**src/rtl/hex_disp_pkg.sv**
```systemverilog
// rtl/hex_disp_pkg.sv - shared types, blank code and hex-to-segment decode for the display arbiter
package hex_disp_pkg;

    typedef logic [6:0] seg_t;

    localparam seg_t SEG_BLANK = 7'h7F;

    typedef enum logic {
        IDLE = 1'b0,
        OWN  = 1'b1
    } arb_state_e;

    // Active-low gfedcba; lowercase b and d keep 6/8 and 0/D distinct.
    function automatic seg_t hex_to_seg(input logic [3:0] nib);
        seg_t seg;
        case (nib)
            4'h0:    seg = 7'h40;
            4'h1:    seg = 7'h79;
            4'h2:    seg = 7'h24;
            4'h3:    seg = 7'h30;
            4'h4:    seg = 7'h19;
            4'h5:    seg = 7'h12;
            4'h6:    seg = 7'h02;
            4'h7:    seg = 7'h78;
            4'h8:    seg = 7'h00;
            4'h9:    seg = 7'h10;
            4'hA:    seg = 7'h08;
            4'hB:    seg = 7'h03;
            4'hC:    seg = 7'h46;
            4'hD:    seg = 7'h21;
            4'hE:    seg = 7'h06;
            default: seg = 7'h0E;
        endcase
        return seg;
    endfunction

endpackage

```
**src/rtl/hex_display_arbiter_rr_arbiter.sv**
```systemverilog
// rtl/hex_display_arbiter_rr_arbiter.sv - combinational round-robin pick from a start index, optionally skipping one requester
module rr_arbiter #(
    parameter int NUM_REQ = 2,
    parameter int IW      = 1
) (
    input  logic [NUM_REQ-1:0] req,
    input  logic [IW-1:0]      start,
    input  logic               excl_en,
    input  logic [IW-1:0]      excl_idx,
    output logic               found,
    output logic [IW-1:0]      idx
);

    always_comb begin
        found = 1'b0;
        idx   = '0;
        for (int i = 0; i < NUM_REQ; i++) begin
            int c;
            c = int'(start) + i;
            if (c >= NUM_REQ) begin
                c = c - NUM_REQ;
            end
            if (!found && req[c] && !(excl_en && (c == int'(excl_idx)))) begin
                found = 1'b1;
                idx   = IW'(c);
            end
        end
    end

endmodule

```
**src/rtl/hex_display_arbiter.sv**
```systemverilog
// rtl/hex_display_arbiter.sv - round-robin owner of a shared seven-segment bank with minimum hold time
// Optional build macro: HEX_ZERO_BLANK_EN (leading-zero blanking on the decoded digits).
module hex_display_arbiter
    import hex_disp_pkg::*;
#(
    parameter int NUM_REQ     = 2,
    parameter int NUM_DIGITS  = 4,
    parameter int HOLD_CYCLES = 16
) (
    input  logic                          clk,
    input  logic                          reset_n,
    input  logic [NUM_REQ-1:0]            req,
    input  logic [NUM_REQ*4*NUM_DIGITS-1:0] value,
    output logic [NUM_REQ-1:0]            grant,
    output logic                          owner_valid,
    output logic [$clog2(NUM_REQ)-1:0]    owner_id,
    output logic [NUM_DIGITS*7-1:0]       hex_out
);

    localparam int IW = $clog2(NUM_REQ);
    localparam int DW = 4 * NUM_DIGITS;
    localparam int CW = (HOLD_CYCLES > 1) ? $clog2(HOLD_CYCLES) : 1;
    localparam logic [CW-1:0] HOLD_MAX = CW'(HOLD_CYCLES - 1);
    localparam logic [IW-1:0] LAST_REQ = IW'(NUM_REQ - 1);

    arb_state_e    state, state_nx;
    logic [IW-1:0] owner_q, owner_nx;
    logic [IW-1:0] rr_ptr, rr_ptr_nx;
    logic [CW-1:0] hold_cnt, hold_cnt_nx;
    logic [DW-1:0] disp_reg, disp_nx;
    logic          shown, shown_nx;

    logic [IW-1:0] owner_succ;
    logic [IW-1:0] scan_start;
    logic          pick_found;
    logic [IW-1:0] pick_idx;
    logic          owner_req;
    logic          hold_done;

    assign owner_succ = (owner_q == LAST_REQ) ? '0 : owner_q + IW'(1);
    // While owning, the scan starts just past the owner so the owner itself is never re-picked.
    assign scan_start = (state == OWN) ? owner_succ : rr_ptr;
    assign owner_req  = req[owner_q];
    assign hold_done  = (hold_cnt == HOLD_MAX);

    rr_arbiter #(
        .NUM_REQ (NUM_REQ),
        .IW      (IW)
    ) u_rr (
        .req      (req),
        .start    (scan_start),
        .excl_en  (state == OWN),
        .excl_idx (owner_q),
        .found    (pick_found),
        .idx      (pick_idx)
    );

    always_ff @(posedge clk or negedge reset_n) begin
        if (!reset_n) begin
            state    <= IDLE;
            owner_q  <= '0;
            rr_ptr   <= '0;
            hold_cnt <= '0;
            disp_reg <= '0;
            shown    <= 1'b0;
        end else begin
            state    <= state_nx;
            owner_q  <= owner_nx;
            rr_ptr   <= rr_ptr_nx;
            hold_cnt <= hold_cnt_nx;
            disp_reg <= disp_nx;
            shown    <= shown_nx;
        end
    end

    always_comb begin
        state_nx    = state;
        owner_nx    = owner_q;
        rr_ptr_nx   = rr_ptr;
        hold_cnt_nx = hold_cnt;
        disp_nx     = disp_reg;
        shown_nx    = shown;
        case (state)
            IDLE: begin
                if (pick_found) begin
                    state_nx    = OWN;
                    owner_nx    = pick_idx;
                    hold_cnt_nx = '0;
                    disp_nx     = value[int'(pick_idx)*DW +: DW];
                    shown_nx    = 1'b1;
                end
            end
            OWN: begin
                if ((!owner_req || hold_done) && pick_found) begin
                    owner_nx    = pick_idx;
                    rr_ptr_nx   = owner_succ;
                    hold_cnt_nx = '0;
                    disp_nx     = value[int'(pick_idx)*DW +: DW];
                end else if (!owner_req) begin
                    // Release with nobody waiting: display freezes on the last owned value.
                    state_nx    = IDLE;
                    hold_cnt_nx = '0;
                end else begin
                    disp_nx = value[int'(owner_q)*DW +: DW];
                    if (!hold_done) begin
                        hold_cnt_nx = hold_cnt + CW'(1);
                    end
                end
            end
            default: begin
                state_nx = IDLE;
            end
        endcase
    end

    always_comb begin
        grant = '0;
        if (state == OWN) begin
            grant[owner_q] = 1'b1;
        end
        owner_valid = (state == OWN);
        owner_id    = owner_q;
    end

    for (genvar d = 0; d < NUM_DIGITS; d++) begin : g_digit
        logic lead_blank;
`ifdef HEX_ZERO_BLANK_EN
        if (d == 0) begin : g_lsd
            assign lead_blank = 1'b0;
        end else begin : g_upper
            assign lead_blank = ~|disp_reg[DW-1:4*d];
        end
`else
        assign lead_blank = 1'b0;
`endif
        assign hex_out[d*7 +: 7] = (!shown || lead_blank) ? SEG_BLANK
                                                          : hex_to_seg(disp_reg[4*d +: 4]);
    end

endmodule
```
**config.mk**
```make
export PLATFORM = sky130hd
export DESIGN_NAME = hex_display_arbiter
export DESIGN_NICKNAME = d
export VERILOG_FILES = /design/src/rtl/hex_disp_pkg.sv /design/src/rtl/hex_display_arbiter_rr_arbiter.sv /design/src/rtl/hex_display_arbiter.sv
export SDC_FILE = /design/constraint.sdc
export NUM_CORES = 1
export LEC_CHECK = 0
export BUFFER_PORTS_ARGS = -buffer_cell sky130_fd_sc_hd__clkbuf_2
export CAP_MARGIN = 25
export CORE_UTILIZATION = 54
export CTS_CLUSTER_SIZE = 24
export DETAILED_ROUTE_END_ITERATION = 10
export MAX_ROUTING_LAYER = met4
export PLACE_DENSITY = 0.83
export REMOVE_ABC_BUFFERS = 1
export SYNTH_ARGS = -nofsm -noshare
export SYNTH_HDL_FRONTEND = slang
export SYNTH_SLANG_ARGS = --single-unit
```
**constraint.sdc**
```tcl
create_clock -name clk -period 2.24 [get_ports clk]
set_input_delay 0 -clock clk [delete_from_list [all_inputs] [get_ports clk]]
set_output_delay 0 -clock clk [all_outputs]
set_load 0.1 [all_outputs]
```
==> run_results.csv <==
group,metric,value,unit
sta,slew_headroom,0.584,
die,die_x,70.8,microns
place,gp_routability_congestion,0.869,
clock_network,hold_buffers,32,
sta,fin_skew,0.0102,ns
global_route,grt_max_degree,25,
synthesis,syn_inst,311,
final_layout,multi_input_area,0.00177,sq mm
run,drv_cap,0,
sta,rsz0062_at_grt,"false",
worst_setup_path,path_cells,"inv_1 > ha_1 > nand2b_1 > a21boi_1 > o211ai_1 > clkbuf_2",
global_route,grt_pass1_wl,11300,microns
die,rows,24,
final_layout,largest_reg_flops,16,
worst_setup_path,slowest_delay,0.48,ns
routing,firstDrtPassIters,8,
pwr,p_total,3.43,mW
worst_setup_path,crit_slowest_cell,"dfrtp_1",
die,ioPinCount,68,
final_layout,drive_above_1_share,0.220,
global_route,grt_usage,0.290,
pwr,vdd_drop_max,0.720,mV
final_layout,area_growth_syn_to_layout,27.6,%
clock_network,h-tree-depth,1,
sta,drv_slew,0,
synthesis,netlist-cell-type-count,42,
die,dieArea,0.00501,sq mm
final_layout,final_common_cell,"clkbuf_2",
die,start_util,0.575,
clock_network,cts_made_buffers,3,
clock_network,clkTransAtPathRegs,0.09,ns
final_layout,seq_area,601,sq um
clock_network,cts_resized,0,
synthesis,yosysWarnings,0,
routing,route.detailed.drc,8,
sta,period_share,0.913,
worst_setup_path,critPathLaunchType,"flip-flop",
sta,hold_viol_final,0,
global_route,antenna_found_initial,0,
pwr,leakage,1.56,nW
synthesis,ys.flop_type,"dfrtp_1",
global_route,grt_pass1_vias,2555,
sta,fin_setup_tns,0,ns
clock_network,insertion_delay,0.28,ns
pwr,p_per_area,1050,mW/mm^2
worst_setup_path,end_kind,"output pin",
clock_network,ctsRootBufferMaster,"clkbuf_8",
place,place_hpwl,4550,microns
die,die_h,70.8,microns
routing,vias,2733,
sta,worst_pin_slew,0.625,ns
run_status,violations,"design-rule violations",
clock_network,cts_tree,"yes",
clock_network,post_cts_buffers,0,
clock_network,cts.sinks,24,
place,numPortBuffers,67,
worst_hold_path,hp-class,"input port to flip-flop",
routing,wire_per_inst,15.5,microns
clock_network,cts.path.max_buffers,2,
sta,max_freq,489,MHz
final_layout,layout_common_cells,"67 x clkbuf_2, 45 x nand2_1, 32 x dlygate4sd3_1",
global_route,grt_overflow,0,
routing,antenna_left,0,
synthesis,synth_seq_area_share,0.235,
sta,setup_violations,0,
sta,post-route-min-period,2.04,ns
worst_setup_path,required,2.24,ns
die,core,0.00444,sq mm
routing,drt_iter0_drc,131,
synthesis,avgSynthCellArea,8.21,sq um
synthesis,synth_enable_flop_cells,0,
routing,drt_wl_total,6910,microns
final_layout,fillCellCount,333,
worst_setup_path,path_max_fanout,7,
run_status,status,"finished with violations",
sta,holdWs,0.00783,ns
synthesis,yosys_register_bits,24,
routing,viasPerCell,6.11,
synthesis,async_flop_share,1.00,
synthesis,syn_area,0.00255,sq mm
worst_setup_path,path_class,"flip-flop to output pin",
final_layout,final_net_count,457,
worst_setup_path,cp.arrival,2.04,ns
final_layout,diodes,0,
## per-stage QoR
step | setup slack [ns] | util | area [sq um] | instances
2_1_floorplan | -1.06 | - | 2440 | 288
3_3_place_gp | 0.506 | 0.645 | 2870 | 411
3_5_place_dp | 0.434 | 0.645 | 2870 | 411
4_1_cts | 0.194 | 0.733 | 3260 | 447
5_1_grt | 0.0720 | 0.733 | 3260 | 447
6_report | 0.195 | 0.733 | 3260 | 447
## final timing paths
kind | slack [ns] | startpoint | to | depth (start not counted)
max in group asynchronous | 1.59 | reset_n | hold_cnt[0] | 2
hold reg to reg | 0.56 | rr_ptr | rr_ptr | 2
setup reg to reg | 0.40 | owner_valid | disp_reg[4] | 4
setup / recovery | 0.20 | disp_reg[9] | hex_out[15] | 6
hold / removal | 0.008 | value[27] | disp_reg[11] | 3
min in group asynchronous | 0.26 | reset_n | disp_reg[9] | 2
## metal layers
metal,vias to the layer above,routed length [microns],GRT usage
met5,-,0,-
met4,0,304,0.140
met3,31,370,0.0328
met2,114,3360,0.488
met1,1276,2880,0.346
li1,1312,-,-
## cell usage after synthesis (2+ instances only)
cell type  number  area share
nand2b_1        8       0.020
mux2_1         17       0.075
dfrtp_1        24        0.24
nand3_2         2      0.0078
nand3_1         9       0.018
xor2_1          2      0.0069
a21oi_1         6       0.012
clkbuf_1       13       0.019
o311ai_1       11       0.038
inv_2           5      0.0074
o22ai_1        17       0.042
nand3b_1        5       0.015
a21o_1          3      0.0088
ha_1           25        0.12
buf_4           2      0.0059
mux2i_1         7       0.027
nor2b_1         9       0.022
nor2_1         12       0.018
o21ai_1        10       0.020
o211ai_1       15       0.044
a21boi_1        5       0.015
nand2_1        45       0.066
buf_2           6       0.012
a31oi_1        19       0.047
buf_6           2      0.0088
o31a_1          5       0.017
inv_1          12       0.018
## worst max-delay path, delay by kind of cell, from the launching register on
family | cells | cell delay [ns]
fa+ha+maj | 1 | 0.29
simple gates | 1 | 0.08
buf+inv | 2 | 0.60
flops | 1 | 0.48
compound gates | 2 | 0.31
## final cells by class
type                       count  area share
multi-input combinational    247       0.544
timing repair buffer         103       0.210
sequential                    24       0.184
tap                           52      0.0200
inverter                      17      0.0196
clock buffer                   3      0.0127
clock inverter                 1     0.00921
## cells by family (layout without fill, tap and decap cells)
family / count (synthesis) / in the layout / share of synthesized area
buffers and inverters: 40 / 124 / 0.0706
xor gates and xnor gates: 2 / 2 / 0.00686
AOI/OAI and AO/OA: 99 / 99 / 0.273
DFF: 24 / 24 / 0.235
adders and majority gates: 25 / 25 / 0.122
and+or+nand+nor: 96 / 96 / 0.185
muxes: 25 / 25 / 0.107
## power breakdown
group	switching (mW)	internal, mW	total, mW
Clock	0.152	0.240	0.391
Combinational	1.85	0.516	2.37
Sequential	0.169	0.500	0.669
Total	2.17	1.26	3.43
(Power assumes the default switching activity.)
